**src/rtl/dnn_pkg.sv**
```systemverilog
// Shared types and width helpers for the two-layer DNN/GNN MAC engine.
package dnn_pkg;

    typedef enum logic [2:0] {
        IDLE,
        HID_MUL,
        HID_DRAIN,
        AGGR_WAIT,
        OUT_MUL,
        OUT_DRAIN,
        DONE
    } dnn_state_t;

    localparam int RELU_MAX_W = 64;

    function automatic int h_width(input int x_w, input int w_w, input int n_in);
        return x_w + w_w + $clog2(n_in);
    endfunction

    function automatic int o_width(input int h_w, input int w_w, input int n_hid);
        return h_w + w_w + $clog2(n_hid);
    endfunction

    function automatic int groups(input int n, input int lanes);
        return (n + lanes - 1) / lanes;
    endfunction

    function automatic int max2(input int a, input int b);
        return (a > b) ? a : b;
    endfunction

    // Caller passes the operand's own sign bit, so one function serves any width.
    function automatic logic [RELU_MAX_W-1:0] relu(input logic [RELU_MAX_W-1:0] value,
                                                   input logic neg);
        return neg ? '0 : value;
    endfunction

endpackage

```
**src/rtl/dnn_mac_engine_if.sv**
```systemverilog
// Job, activation-export and result handshakes of the DNN MAC engine.
interface dnn_mac_engine_if #(
    parameter int N_IN  = 4,
    parameter int N_HID = 4,
    parameter int N_OUT = 2,
    parameter int X_W   = 6,
    parameter int W_W   = 5
);
    import dnn_pkg::*;

    localparam int H_W = h_width(X_W, W_W, N_IN);
    localparam int O_W = o_width(H_W, W_W, N_HID);

    logic                       in_valid;
    logic                       in_ready;
    logic [N_IN*X_W-1:0]        x_in;
    logic [N_IN*N_HID*W_W-1:0]  w_hid;
    logic [N_HID*N_OUT*W_W-1:0] w_out;
    logic                       relu_valid;
    logic [N_HID*H_W-1:0]       relu_out;
    logic                       aggr_valid;
    logic [N_HID*H_W-1:0]       aggr_in;
    logic                       out_valid;
    logic                       out_ready;
    logic [N_OUT*O_W-1:0]       out_data;

    modport master (
        output in_valid, x_in, w_hid, w_out, aggr_valid, aggr_in, out_ready,
        input  in_ready, relu_valid, relu_out, out_valid, out_data
    );

    modport slave (
        input  in_valid, x_in, w_hid, w_out, aggr_valid, aggr_in, out_ready,
        output in_ready, relu_valid, relu_out, out_valid, out_data
    );

endinterface

```
**src/rtl/dnn_dot_lane.sv**
```systemverilog
// One shared dot-product lane: N registered signed products, summed combinationally.
module dnn_dot_lane #(
    parameter int N   = 4,
    parameter int A_W = 13,
    parameter int B_W = 5
) (
    input  logic                             clk,
    input  logic                             rst,
    input  logic [N*A_W-1:0]                 a,
    input  logic [N*B_W-1:0]                 b,
    output logic signed [A_W+B_W+$clog2(N)-1:0] sum
);

    localparam int P_W = A_W + B_W;
    localparam int S_W = P_W + $clog2(N);

    logic signed [P_W-1:0] prod [N];

    always_ff @(posedge clk) begin
        if (rst) begin
            // NOTE: the product bank is reset element by element; an array is not cleared by assigning '0 to its name.
            for (int i = 0; i < N; i++) prod[i] <= '0;
        end else begin
            for (int i = 0; i < N; i++)
                prod[i] <= P_W'($signed(a[i*A_W +: A_W])) * P_W'($signed(b[i*B_W +: B_W]));
        end
    end

    always_comb begin
        // NOTE: blocking '=' lets the running sum chain inside one evaluation; starting from '0 keeps it latch-free.
        sum = '0;
        for (int i = 0; i < N; i++) sum = sum + S_W'(prod[i]);
    end

endmodule

```
**src/rtl/dnn_mac_engine.sv**
```systemverilog
// Two-layer inference engine: hidden layer, external aggregation, output layer on shared lanes.
module dnn_mac_engine
    import dnn_pkg::*;
#(
    parameter int N_IN  = 4,
    parameter int N_HID = 4,
    parameter int N_OUT = 2,
    parameter int LANES = 2,
    parameter int X_W   = 6,
    parameter int W_W   = 5
) (
    input  logic            clk,
    input  logic            rst,
    dnn_mac_engine_if.slave bus
);

    localparam int H_W   = h_width(X_W, W_W, N_IN);
    localparam int O_W   = o_width(H_W, W_W, N_HID);
    localparam int G_H   = groups(N_HID, LANES);
    localparam int G_O   = groups(N_OUT, LANES);
    localparam int G_MAX = max2(G_H, G_O);
    localparam int G_CW  = $clog2(G_MAX + 1);
    localparam int N_L   = max2(N_IN, N_HID);
    localparam int A_W   = max2(X_W, H_W);
    localparam int S_W   = A_W + W_W + $clog2(N_L);

    dnn_state_t      state;
    logic [G_CW-1:0] g;
    logic [G_CW-1:0] wr_g;
    logic            in_ready;
    logic            relu_valid;
    logic            out_valid;
    logic            wr_hid;
    logic            wr_out;

    logic signed [X_W-1:0] x_r     [N_IN];
    logic signed [W_W-1:0] w_hid_r [N_IN*N_HID];
    logic signed [W_W-1:0] w_out_r [N_HID*N_OUT];
    logic signed [H_W-1:0] hid     [N_HID];
    logic signed [H_W-1:0] aggr    [N_HID];
    logic signed [O_W-1:0] out_r   [N_OUT];

    logic [N_L*A_W-1:0]    op_a     [LANES];
    logic [N_L*W_W-1:0]    op_b     [LANES];
    logic signed [S_W-1:0] lane_sum [LANES];

    logic accept;
    logic aggr_take;

    assign accept    = (state == IDLE) && bus.in_valid;
    assign aggr_take = (state == AGGR_WAIT) && bus.aggr_valid;

    // Sequencer; the write-back tags lag the multiply cycle by one to meet the product registers.
    always_ff @(posedge clk) begin
        if (rst) begin
            state      <= IDLE;
            g          <= '0;
            wr_g       <= '0;
            in_ready   <= 1'b1;
            relu_valid <= 1'b0;
            out_valid  <= 1'b0;
            wr_hid     <= 1'b0;
            wr_out     <= 1'b0;
        end else begin
            wr_hid <= (state == HID_MUL);
            wr_out <= (state == OUT_MUL);
            wr_g   <= g;
            case (state)
                IDLE: begin
                    if (accept) begin
                        state    <= HID_MUL;
                        in_ready <= 1'b0;
                        g        <= '0;
                    end
                end
                HID_MUL: begin
                    if (g == G_CW'(G_H - 1)) begin
                        g     <= '0;
                        state <= HID_DRAIN;
                    end else begin
                        g <= g + 1'b1;
                    end
                end
                HID_DRAIN: begin
                    state      <= AGGR_WAIT;
                    relu_valid <= 1'b1;
                end
                AGGR_WAIT: begin
                    if (aggr_take) begin
                        state      <= OUT_MUL;
                        relu_valid <= 1'b0;
                    end
                end
                OUT_MUL: begin
                    if (g == G_CW'(G_O - 1)) begin
                        g     <= '0;
                        state <= OUT_DRAIN;
                    end else begin
                        g <= g + 1'b1;
                    end
                end
                OUT_DRAIN: begin
                    state     <= DONE;
                    out_valid <= 1'b1;
                end
                DONE: begin
                    if (bus.out_ready) begin
                        state     <= IDLE;
                        out_valid <= 1'b0;
                        in_ready  <= 1'b1;
                    end
                end
                default: state <= IDLE;
            endcase
        end
    end

    always_ff @(posedge clk) begin
        if (rst) begin
            for (int i = 0; i < N_IN; i++)        x_r[i]     <= '0;
            for (int j = 0; j < N_IN*N_HID; j++)  w_hid_r[j] <= '0;
            for (int j = 0; j < N_HID*N_OUT; j++) w_out_r[j] <= '0;
            for (int h = 0; h < N_HID; h++) begin
                hid[h]  <= '0;
                aggr[h] <= '0;
            end
            for (int o = 0; o < N_OUT; o++)       out_r[o]   <= '0;
        end else begin
            if (accept) begin
                for (int i = 0; i < N_IN; i++)        x_r[i]     <= bus.x_in[i*X_W +: X_W];
                for (int j = 0; j < N_IN*N_HID; j++)  w_hid_r[j] <= bus.w_hid[j*W_W +: W_W];
                for (int j = 0; j < N_HID*N_OUT; j++) w_out_r[j] <= bus.w_out[j*W_W +: W_W];
            end
            if (aggr_take) begin
                for (int h = 0; h < N_HID; h++) aggr[h] <= bus.aggr_in[h*H_W +: H_W];
            end
            // Only real nodes are enumerated, so a lane past the last node never writes.
            for (int h = 0; h < N_HID; h++)
                if (wr_hid && wr_g == G_CW'(h / LANES)) hid[h] <= lane_sum[h % LANES][H_W-1:0];
            for (int o = 0; o < N_OUT; o++)
                if (wr_out && wr_g == G_CW'(o / LANES)) out_r[o] <= lane_sum[o % LANES][O_W-1:0];
        end
    end

    // Lane l of group g serves node g*LANES+l; inputs sign-extend to the shared lane width.
    always_comb begin
        for (int l = 0; l < LANES; l++) begin
            op_a[l] = '0;
            op_b[l] = '0;
            for (int gi = 0; gi < G_MAX; gi++) begin
                if (g == G_CW'(gi)) begin
                    if (state == HID_MUL && gi*LANES + l < N_HID) begin
                        for (int i = 0; i < N_IN; i++) begin
                            op_a[l][i*A_W +: A_W] = A_W'(x_r[i]);
                            op_b[l][i*W_W +: W_W] = w_hid_r[(gi*LANES + l)*N_IN + i];
                        end
                    end else if (state == OUT_MUL && gi*LANES + l < N_OUT) begin
                        for (int k = 0; k < N_HID; k++) begin
                            op_a[l][k*A_W +: A_W] = A_W'(aggr[k]);
                            op_b[l][k*W_W +: W_W] = w_out_r[(gi*LANES + l)*N_HID + k];
                        end
                    end
                end
            end
        end
    end

    for (genvar l = 0; l < LANES; l++) begin : g_lane
        dnn_dot_lane #(
            .N   (N_L),
            .A_W (A_W),
            .B_W (W_W)
        ) u_lane (
            .clk (clk),
            .rst (rst),
            .a   (op_a[l]),
            .b   (op_b[l]),
            .sum (lane_sum[l])
        );
    end

    assign bus.in_ready   = in_ready;
    assign bus.relu_valid = relu_valid;
    assign bus.out_valid  = out_valid;

    always_comb begin
        bus.relu_out = '0;
        bus.out_data = '0;
        if (relu_valid) begin
            for (int h = 0; h < N_HID; h++)
                bus.relu_out[h*H_W +: H_W] = H_W'(relu(RELU_MAX_W'(hid[h]), hid[h][H_W-1]));
        end
        if (out_valid) begin
            for (int o = 0; o < N_OUT; o++) bus.out_data[o*O_W +: O_W] = out_r[o];
        end
    end

endmodule

```
**src/flat_wrapper.sv**
```systemverilog
// flat-port wrapper written by rule: the top's interface ports become plain ports
module dnn_mac_engine_flat import dnn_pkg::*;
#(
    parameter int N_IN  = 4,
    parameter int N_HID = 4,
    parameter int N_OUT = 2,
    parameter int LANES = 2,
    parameter int X_W   = 6,
    parameter int W_W   = 5
)
  (clk, rst, bus_in_valid, bus_x_in, bus_w_hid, bus_w_out, bus_aggr_valid, bus_aggr_in, bus_out_ready, bus_in_ready, bus_relu_valid, bus_relu_out, bus_out_valid, bus_out_data);
  dnn_mac_engine_if #(.N_IN(N_IN), .N_HID(N_HID), .N_OUT(N_OUT), .X_W(X_W), .W_W(W_W)) bus_i ();
  input  logic clk;
  input  logic rst;
  input wire logic [$bits(bus_i.in_valid)-1:0] bus_in_valid;
  input wire logic [$bits(bus_i.x_in)-1:0] bus_x_in;
  input wire logic [$bits(bus_i.w_hid)-1:0] bus_w_hid;
  input wire logic [$bits(bus_i.w_out)-1:0] bus_w_out;
  input wire logic [$bits(bus_i.aggr_valid)-1:0] bus_aggr_valid;
  input wire logic [$bits(bus_i.aggr_in)-1:0] bus_aggr_in;
  input wire logic [$bits(bus_i.out_ready)-1:0] bus_out_ready;
  output wire logic [$bits(bus_i.in_ready)-1:0] bus_in_ready;
  output wire logic [$bits(bus_i.relu_valid)-1:0] bus_relu_valid;
  output wire logic [$bits(bus_i.relu_out)-1:0] bus_relu_out;
  output wire logic [$bits(bus_i.out_valid)-1:0] bus_out_valid;
  output wire logic [$bits(bus_i.out_data)-1:0] bus_out_data;
  assign bus_i.in_valid = bus_in_valid;
  assign bus_i.x_in = bus_x_in;
  assign bus_i.w_hid = bus_w_hid;
  assign bus_i.w_out = bus_w_out;
  assign bus_i.aggr_valid = bus_aggr_valid;
  assign bus_i.aggr_in = bus_aggr_in;
  assign bus_i.out_ready = bus_out_ready;
  assign bus_in_ready = bus_i.in_ready;
  assign bus_relu_valid = bus_i.relu_valid;
  assign bus_relu_out = bus_i.relu_out;
  assign bus_out_valid = bus_i.out_valid;
  assign bus_out_data = bus_i.out_data;
  dnn_mac_engine #(.N_IN(N_IN), .N_HID(N_HID), .N_OUT(N_OUT), .LANES(LANES), .X_W(X_W), .W_W(W_W)) u_core (.clk(clk), .rst(rst), .bus(bus_i));
endmodule
```
**config.mk**
```make
export PLATFORM = sky130hd
export DESIGN_NAME = dnn_mac_engine_flat
export DESIGN_NICKNAME = d
export VERILOG_FILES = /design/src/rtl/dnn_pkg.sv /design/src/rtl/dnn_mac_engine_if.sv /design/src/rtl/dnn_dot_lane.sv /design/src/rtl/dnn_mac_engine.sv /design/src/flat_wrapper.sv
export SDC_FILE = /design/constraint.sdc
export NUM_CORES = 2
export LEC_CHECK = 0
export BUFFER_PORTS_ARGS = -buffer_cell sky130_fd_sc_hd__buf_2
export CAP_MARGIN = 30
export CELL_PAD_IN_SITES_DETAIL_PLACEMENT = 0
export CELL_PAD_IN_SITES_GLOBAL_PLACEMENT = 1
export CORE_UTILIZATION = 50
export CTS_BUF_LIST = sky130_fd_sc_hd__clkbuf_2
export DETAILED_ROUTE_END_ITERATION = 8
export HOLD_SLACK_MARGIN = 0.05
export PLACE_DENSITY = 0.81
export REMOVE_ABC_BUFFERS = 1
export SLEW_MARGIN = 0
export SYNTH_ARGS = -nofsm -noshare
export SYNTH_HDL_FRONTEND = slang
export SYNTH_HIERARCHICAL = 1
export SYNTH_SLANG_ARGS = --single-unit
export TNS_END_PERCENT = 10
```
**constraint.sdc**
```tcl
create_clock -name clk -period 6.3 [get_ports clk]
set_input_delay 1.26 -clock clk [delete_from_list [all_inputs] [get_ports clk]]
set_output_delay 1.26 -clock clk [all_outputs]
set_load 0.02 [all_outputs]
```
### Word-level counts from Yosys, hierarchy flattened

Memory sizes are Yosys's and may differ from the RTL's.
Index checks and enable logic that the tools add are counted.

| operators by class | value |
|---|---|
| multiplexer cells | 102 |
| eq/ne operators | 13 |
| $add $sub $neg | 7 |
| bitwise gates (word level) | 46 |
| reduce and logical (&&, ||, !) cells | 17 |
| $mul | 8 |

Operators with widths:

| kind | number |
|---|---|
| $mux 52 | 6 |
| $mux 20 | 12 |
| $mul 13x5->18 | 8 |
| $mux 18 | 8 |
| $mux 5 | 24 |
| $mux 13 | 8 |
| $mux 12 | 4 |
| $or 1x1->1 | 46 |
| $add 19x18->20 | 2 |
| $add 20x18->20 | 2 |
| $mux 40 | 1 |
| $add 18x18->19 | 2 |
| $mux 6 | 4 |
| $mux 1 | 22 |
| $pmux 3 s7 | 1 |
| $mux 3 | 5 |
| $eq 3x3->1 const B | 3 |
| $ne 2x1->1 const B | 4 |
| $eq 3x2->1 const B | 2 |
| $mux 2 | 3 |
| $pmux 1 s2 | 3 |
| $pmux 2 s3 | 1 |
| $reduce_and 2->1 | 3 |
| $reduce_bool 2->1 | 3 |
| other kinds (10) | 16 |

| storage, ports and cells | value |
|---|---|
| memories | 8 |
| register bits | 12 |
| input bits | 201 |
| RAM bits | 432 |

Memories:

| memory | words | width | read ports | clocked after Yosys merged registers in | wr ports | RTL line | text |
|---|---|---|---|---|---|---|---|
| u_core.w_hid_r | 16 | 5 | 16 | 0 | 16 | dnn_mac_engine.sv:37 | `logic signed [W_W-1:0] w_hid_r [N_IN*N_HID];` |
| u_core.g_lane[0].u_lane.prod | 4 | 18 | 4 | 0 | 4 | dnn_dot_lane.sv:17 | `logic signed [P_W-1:0] prod [N];` |
| u_core.g_lane[1].u_lane.prod | 4 | 18 | 4 | 0 | 4 | dnn_dot_lane.sv:17 |  |
| u_core.aggr | 4 | 13 | 4 | 0 | 4 | dnn_mac_engine.sv:40 | `logic signed [H_W-1:0] aggr [N_HID];` |
| u_core.hid | 4 | 13 | 4 | 0 | 4 | dnn_mac_engine.sv:39 | `logic signed [H_W-1:0] hid [N_HID];` |
| u_core.out_r | 2 | 20 | 2 | 0 | 2 | dnn_mac_engine.sv:41 | `logic signed [O_W-1:0] out_r [N_OUT];` |
| +2 memories | - | - | - | - | - | - |  |

### Logic depth before layout (Yosys ltp)

| logic depth | value |
|---|---|
| depth in word-level cells | 8 |
| mapped depth | 23 |

### Modules after synthesis

Netlist, hierarchy kept.

By module, submodules not included:

| module | area each (um2) | seq. area each (um2) | instances | cells an instance |
|---|---|---|---|---|
| dnn_mac_engine | 13,267.7 | 8,888.5 | 1 | 993 |
| dnn_dot_lane at u_core.g_lane[0].u_lane | 12,937.4 | 1,441.4 | 1 | 1,486 |
| dnn_dot_lane at u_core.g_lane[1].u_lane | 12,922.4 | 1,441.4 | 1 | 1,498 |

### Worst setup path before layout

Ideal clock, no wire load.

| path | value |
|---|---|
| path type | register to register |
| start point | register u_core.g[1] |
| end point | memory u_core/g_lane[0].u_lane/prod[3][15] in the netlist's numbering |
| library setup time | 123 ps |
| arrival | 5,102 ps |
| data required time | 6,177 ps |
| slack | 1,074 ps |
| clock period less this slack | 5,226 ps |
| cell stages (with the launch flop) | 23 |
| cell sequence | dfxtp_1 -> inv_1 -> ha_1 -> buf_2 -> nand3b_1 -> nor2_1 -> clkbuf_1 -> o2bb2ai_1 -> inv_1 -> clkbuf_1 -> nor2_1 -> fa_1 -> fa_1 -> inv_1 -> fa_1 -> inv_1 -> ha_1 -> a21o_1 -> a21oi_1 -> o21ai_1 -> and3_1 -> o41ai_2 -> mux2_1 |

RTL lines:

| item | RTL line | text |
|---|---|---|
| from (decl) | dnn_mac_engine.sv:28 | `logic [G_CW-1:0] g;` |
| from (signal assigned) | dnn_mac_engine.sv:81 | `g <= g + 1'b1;` |
| from (signal assigned) | dnn_mac_engine.sv:99 | `g <= g + 1'b1;` |
| to (decl) | dnn_dot_lane.sv:17 |  |

==> out/summary.txt <==
OUTCOME
------------------------------------------------------------------------------------------
Outcome                                                                          completed

SYNTHESIS
------------------------------------------------------------------------------------------
Post-synthesis adder-cell area fraction                                              29.8%
Flip-flop and latch count after synthesis                                              444
Netlist area before placement                                                   0.0391 mm2
Fraction of the yosys area taken by sequential cells                                 30.1%
Synthesized instance count                                                            3977
Number of different library cells in the post-synthesis netlist                         80
Average size of a mapped cell                                                     9.84 um2
Count of flip-flops with a built-in enable after synthesis                             288
Leading post-synthesis cells by instance count                                sky130_fd_sc_hd__inv_1, sky130_fd_sc_hd__and2_1, sky130_fd_sc_hd__fa_1, sky130_fd_sc_hd__ha_1, sky130_fd_sc_hd__edfxtp_1
Proportion of netlist area held by the largest area contributor                      22.1%
Primary FF master, synth                                                      sky130_fd_sc_hd__edfxtp_1
Post-synthesis compound-gate area fraction                                           9.50%
Count of warnings emitted by yosys                                                       6
Share of synthesized area spent on multiplexers                                     0.345%
Main combinational cell family by area after synthesis                         adder cells
Share of synthesized cell area in and, or, nand and nor gates                        18.7%
XOR/XNOR share of the synthesized area                                               3.22%
Cell with the most instances after synthesis                                  sky130_fd_sc_hd__inv_1
Area contributors post-synth                                                  sky130_fd_sc_hd__edfxtp_1, sky130_fd_sc_hd__fa_1, sky130_fd_sc_hd__and2_1
Largest area contributor in the netlist                                       sky130_fd_sc_hd__edfxtp_1
Share of synthesized registers carrying an async set or reset                           0%

ROUTE
------------------------------------------------------------------------------------------
Number of vias in the routed layout                                                  28090
Remaining antenna violation count                                                        0
Via density per instance                                                              5.12
Number of violations reported at the end of detailed-routing iteration 0              1871
Detailed Route WL                                                                 97500 um
First-pass iteration count of the detailed router                                        5
Number of design rule violations left after detail routing                               0
DR WL/cell                                                                         17.8 um

GLOBAL ROUTING
------------------------------------------------------------------------------------------
Total global routing overflow                                                            0
Total global routing track utilization                                               25.0%
Initial antenna violation count                                                          6
Largest net degree at the start of global routing                                       84
Vias in the first global route                                                       27738
Wire length of the first global-routing pass                                     153000 um

PLACEMENT
------------------------------------------------------------------------------------------
Count of input and output buffers                                                      291
Instance area after placement                                                   0.0423 mm2
Placer Congestion                                                                    0.895
Final HPWL DP                                                                     76800 um

CTS
------------------------------------------------------------------------------------------
Level count of the clock H-tree                                                          3
Post-CTS repair timing setup buffer count                                                0
Clock net sink count                                                                   444
Number of gates resized after cts                                                        0
Cell at the root of the clock tree                                            sky130_fd_sc_hd__clkbuf_2
Buffer depth of the longest clock path                                                   3
TritonCTS clock tree                                                                  done
Latest clock arrival within the worst-skew pair                                    1210 ps
Hold buffers post-CTS                                                                    0
Clock edge transition at the registers on the reported setup and hold paths         110 ps
Total clock buffers created by CTS                                                     115

FINISH
------------------------------------------------------------------------------------------
Fraction of final layout cells sized beyond drive strength 1                         14.3%
Area growth from synthesis to layout                                                 11.3%
Layout Cell Area excl Fill                                                      0.0436 mm2
Final net count                                                                       5244

STA
------------------------------------------------------------------------------------------
Post-layout minimum cycle time                                                     5870 ps
RSZ-0062 raised after global routing                                                 false
Achievable clock frequency                                                       0.170 GHz
Post-Route Hold Slack                                                               311 ps
Clock Skew                                                                          128 ps
Headroom to the max-slew limit                                                       35.8%
Crit share post-route                                                                93.2%
Final Hold Violating Endpoints                                                           0
Max Transition Viols Final                                                               0
Total of endpoints with negative setup slack in the final report                         0
Transition time at the pin with the least slew margin                               963 ps

DIE
------------------------------------------------------------------------------------------
Total Die Area                                                                  0.0794 mm2
Starting density of the core                                                         50.5%
Die width                                                                           282 um
Height of the die                                                                   282 um
Floorplan row count                                                                    102
Io pins                                                                                296
Standard cell core area                                                         0.0775 mm2

SETUP PATH
------------------------------------------------------------------------------------------
Classification of the worst setup path                                          reg -> reg
Buf/Inv on CP                                                                            4
List of cells traversed by the critical path                                  nor2b_4 > buf_12 > buf_4 > a22oi_1 > o2bb2ai_1 > inv_1 > fa_1 > fa_1 > fa_1 > inv_1 > ha_1 > a211oi_1 > o21ai_1 > a21oi_1 > o31ai_2 > a31oi_1 > mux2_1
Cell family contributing the most delay on the critical path                   adder cells
Delay of the slowest cell on the worst path                                         580 ps
Most used cell, CP                                                            sky130_fd_sc_hd__fa_1
Type of destination of the critical path                                              flop
Slowest stage cell on the critical path                                       sky130_fd_sc_hd__fa_1
Worst-path fanout max                                                                   23
Type of origin of the critical path                                                   flop
Data required time at the worst endpoint                                           7350 ps
Arrival time at the worst endpoint                                                 6920 ps

POWER
------------------------------------------------------------------------------------------
Leakage power of the design                                                        21.4 nW
Worst VDD drop                                                                      182 uV
Cell Pwr Density                                                                171 mW/mm2

HOLD PATH
------------------------------------------------------------------------------------------
Type of the tightest min-delay check                                             in -> reg

JOB
------------------------------------------------------------------------------------------
MaxCap Viol Count                                                                        0

[cells by family (layout without fill, tap and decap cells)]
| family | count (synthesis) | after routing |
|---|---|---|
| xor gates and xnor gates | 144 | 144 |
| other | 1 | 6 |
| buffers and inverters | 848 | 1313 |
| adders and majority gates | 691 | 691 |
| DFF | 444 | 444 |
| and+or+nand+nor | 1310 | 1310 |
| AOI/OAI and AO/OA | 527 | 527 |
| muxes | 12 | 12 |
[worst paths after layout]
| path | end | cells past startpoint | start | slack [ps] |
|---|---|---|---|---|
| worst max-delay path | u_core/g_lane[1].u_lane/prod[2][14] | 17 | u_core/state[2] | 430 |
| worst min-delay path | u_core/w_out_r[1][4] | 2 | bus_w_out[24] | 310 |
| worst max register to register | u_core/g_lane[1].u_lane/prod[2][14] | 17 | u_core/state[2] | 430 |
| worst min register to register | u_core/wr_g[1] | 2 | u_core/g[1] | 570 |
[power breakdown]
| part | internal (mW) | leakage (nW) | switching [mW] |
|---|---|---|---|
| registers | 3.29 | 4.30 | 0.0924 |
| clock network | 1.07 | 0.901 | 1.27 |
| logic | 0.632 | 16.2 | 1.08 |
[routing by layer]
| metal | GRT usage (%) | vias up | wire (um) |
|---|---|---|---|
| met3 | 3.33 | 113 | 5680 |
| met1 | 36.0 | 13577 | 45500 |
| met4 | 7.02 | 2 | 2110 |
| met2 | 39.5 | 791 | 44200 |
| li1 | - | 13607 | - |
| met5 | 0 | - | 11 |
[cell usage in the layout, fill, tap and decap left out, types with 104 or more instances in the layout]
cell	n
sky130_fd_sc_hd__a21oi_1	113
sky130_fd_sc_hd__and2_1	650
sky130_fd_sc_hd__buf_2	290
sky130_fd_sc_hd__clkbuf_2	171
sky130_fd_sc_hd__dfxtp_1	155
sky130_fd_sc_hd__edfxtp_1	288
sky130_fd_sc_hd__fa_1	402
sky130_fd_sc_hd__ha_1	289
sky130_fd_sc_hd__inv_1	704
sky130_fd_sc_hd__nand2_1	124
sky130_fd_sc_hd__nor2_1	220
sky130_fd_sc_hd__nor2b_1	104
[metrics by stage]
stage / utilization [%] / total power [mW] / setup slack, ps / TNS, ps / cells
after detailed placement: 54.6 / 5.15 / 298 / 0 / 5273
after global placement: 54.5 / 5.13 / 332 / 0 / 5270
after floorplan: - / 4.48 / -469 / -5490 / 3836
final: 56.2 / 7.44 / 431 / 0 / 5487
after global routing: 56.2 / 7.88 / 144 / 0 / 5486
after CTS: 56.2 / 7.52 / 311 / 0 / 5483
[worst register-to-register path: stages (launching register included)]
cell and delay [ps]:
sky130_fd_sc_hd__dfxtp_2 540, sky130_fd_sc_hd__nor2b_4 230, sky130_fd_sc_hd__buf_12 200, sky130_fd_sc_hd__buf_4 400, sky130_fd_sc_hd__a22oi_1 140, sky130_fd_sc_hd__o2bb2ai_1 370, sky130_fd_sc_hd__inv_1 330, sky130_fd_sc_hd__fa_1 580
sky130_fd_sc_hd__fa_1 520, sky130_fd_sc_hd__fa_1 540, sky130_fd_sc_hd__inv_1 50, sky130_fd_sc_hd__ha_1 290, sky130_fd_sc_hd__a211oi_1 310, sky130_fd_sc_hd__o21ai_1 120, sky130_fd_sc_hd__a21oi_1 420, sky130_fd_sc_hd__o31ai_2 150
sky130_fd_sc_hd__a31oi_1 200, sky130_fd_sc_hd__mux2_1 340
[final cells by class]
cell class | count | area (um2)
fillers | 6970 | 33900
multi-input cells | 2688 | 24200
flip-flops and latches | 444 | 11800
inverters | 704 | 2640
repair buffers | 399 | 2430
well taps | 1040 | 1300
clock buffers | 171 | 856
clock inverters | 39 | 389
diodes | 2 | 5.00
[flip-flops by register name, indices dropped and copies added (netlist names)]
signal                     cells
u_core/aggr                   52
u_core/bus.in_ready            1
u_core/bus.out_valid           1
u_core/bus.relu_valid          1
u_core/g                       2
u_core/g_lane.u_lane/prod    144
u_core/hid                    52
u_core/out_r                  40
u_core/state                   3
u_core/w_hid_r                80
u_core/w_out_r                40
u_core/wr_g                    2
u_core/wr_hid                  1
u_core/wr_out                  1
u_core/x_r                    24
Power figures use the tool's default switching activity.
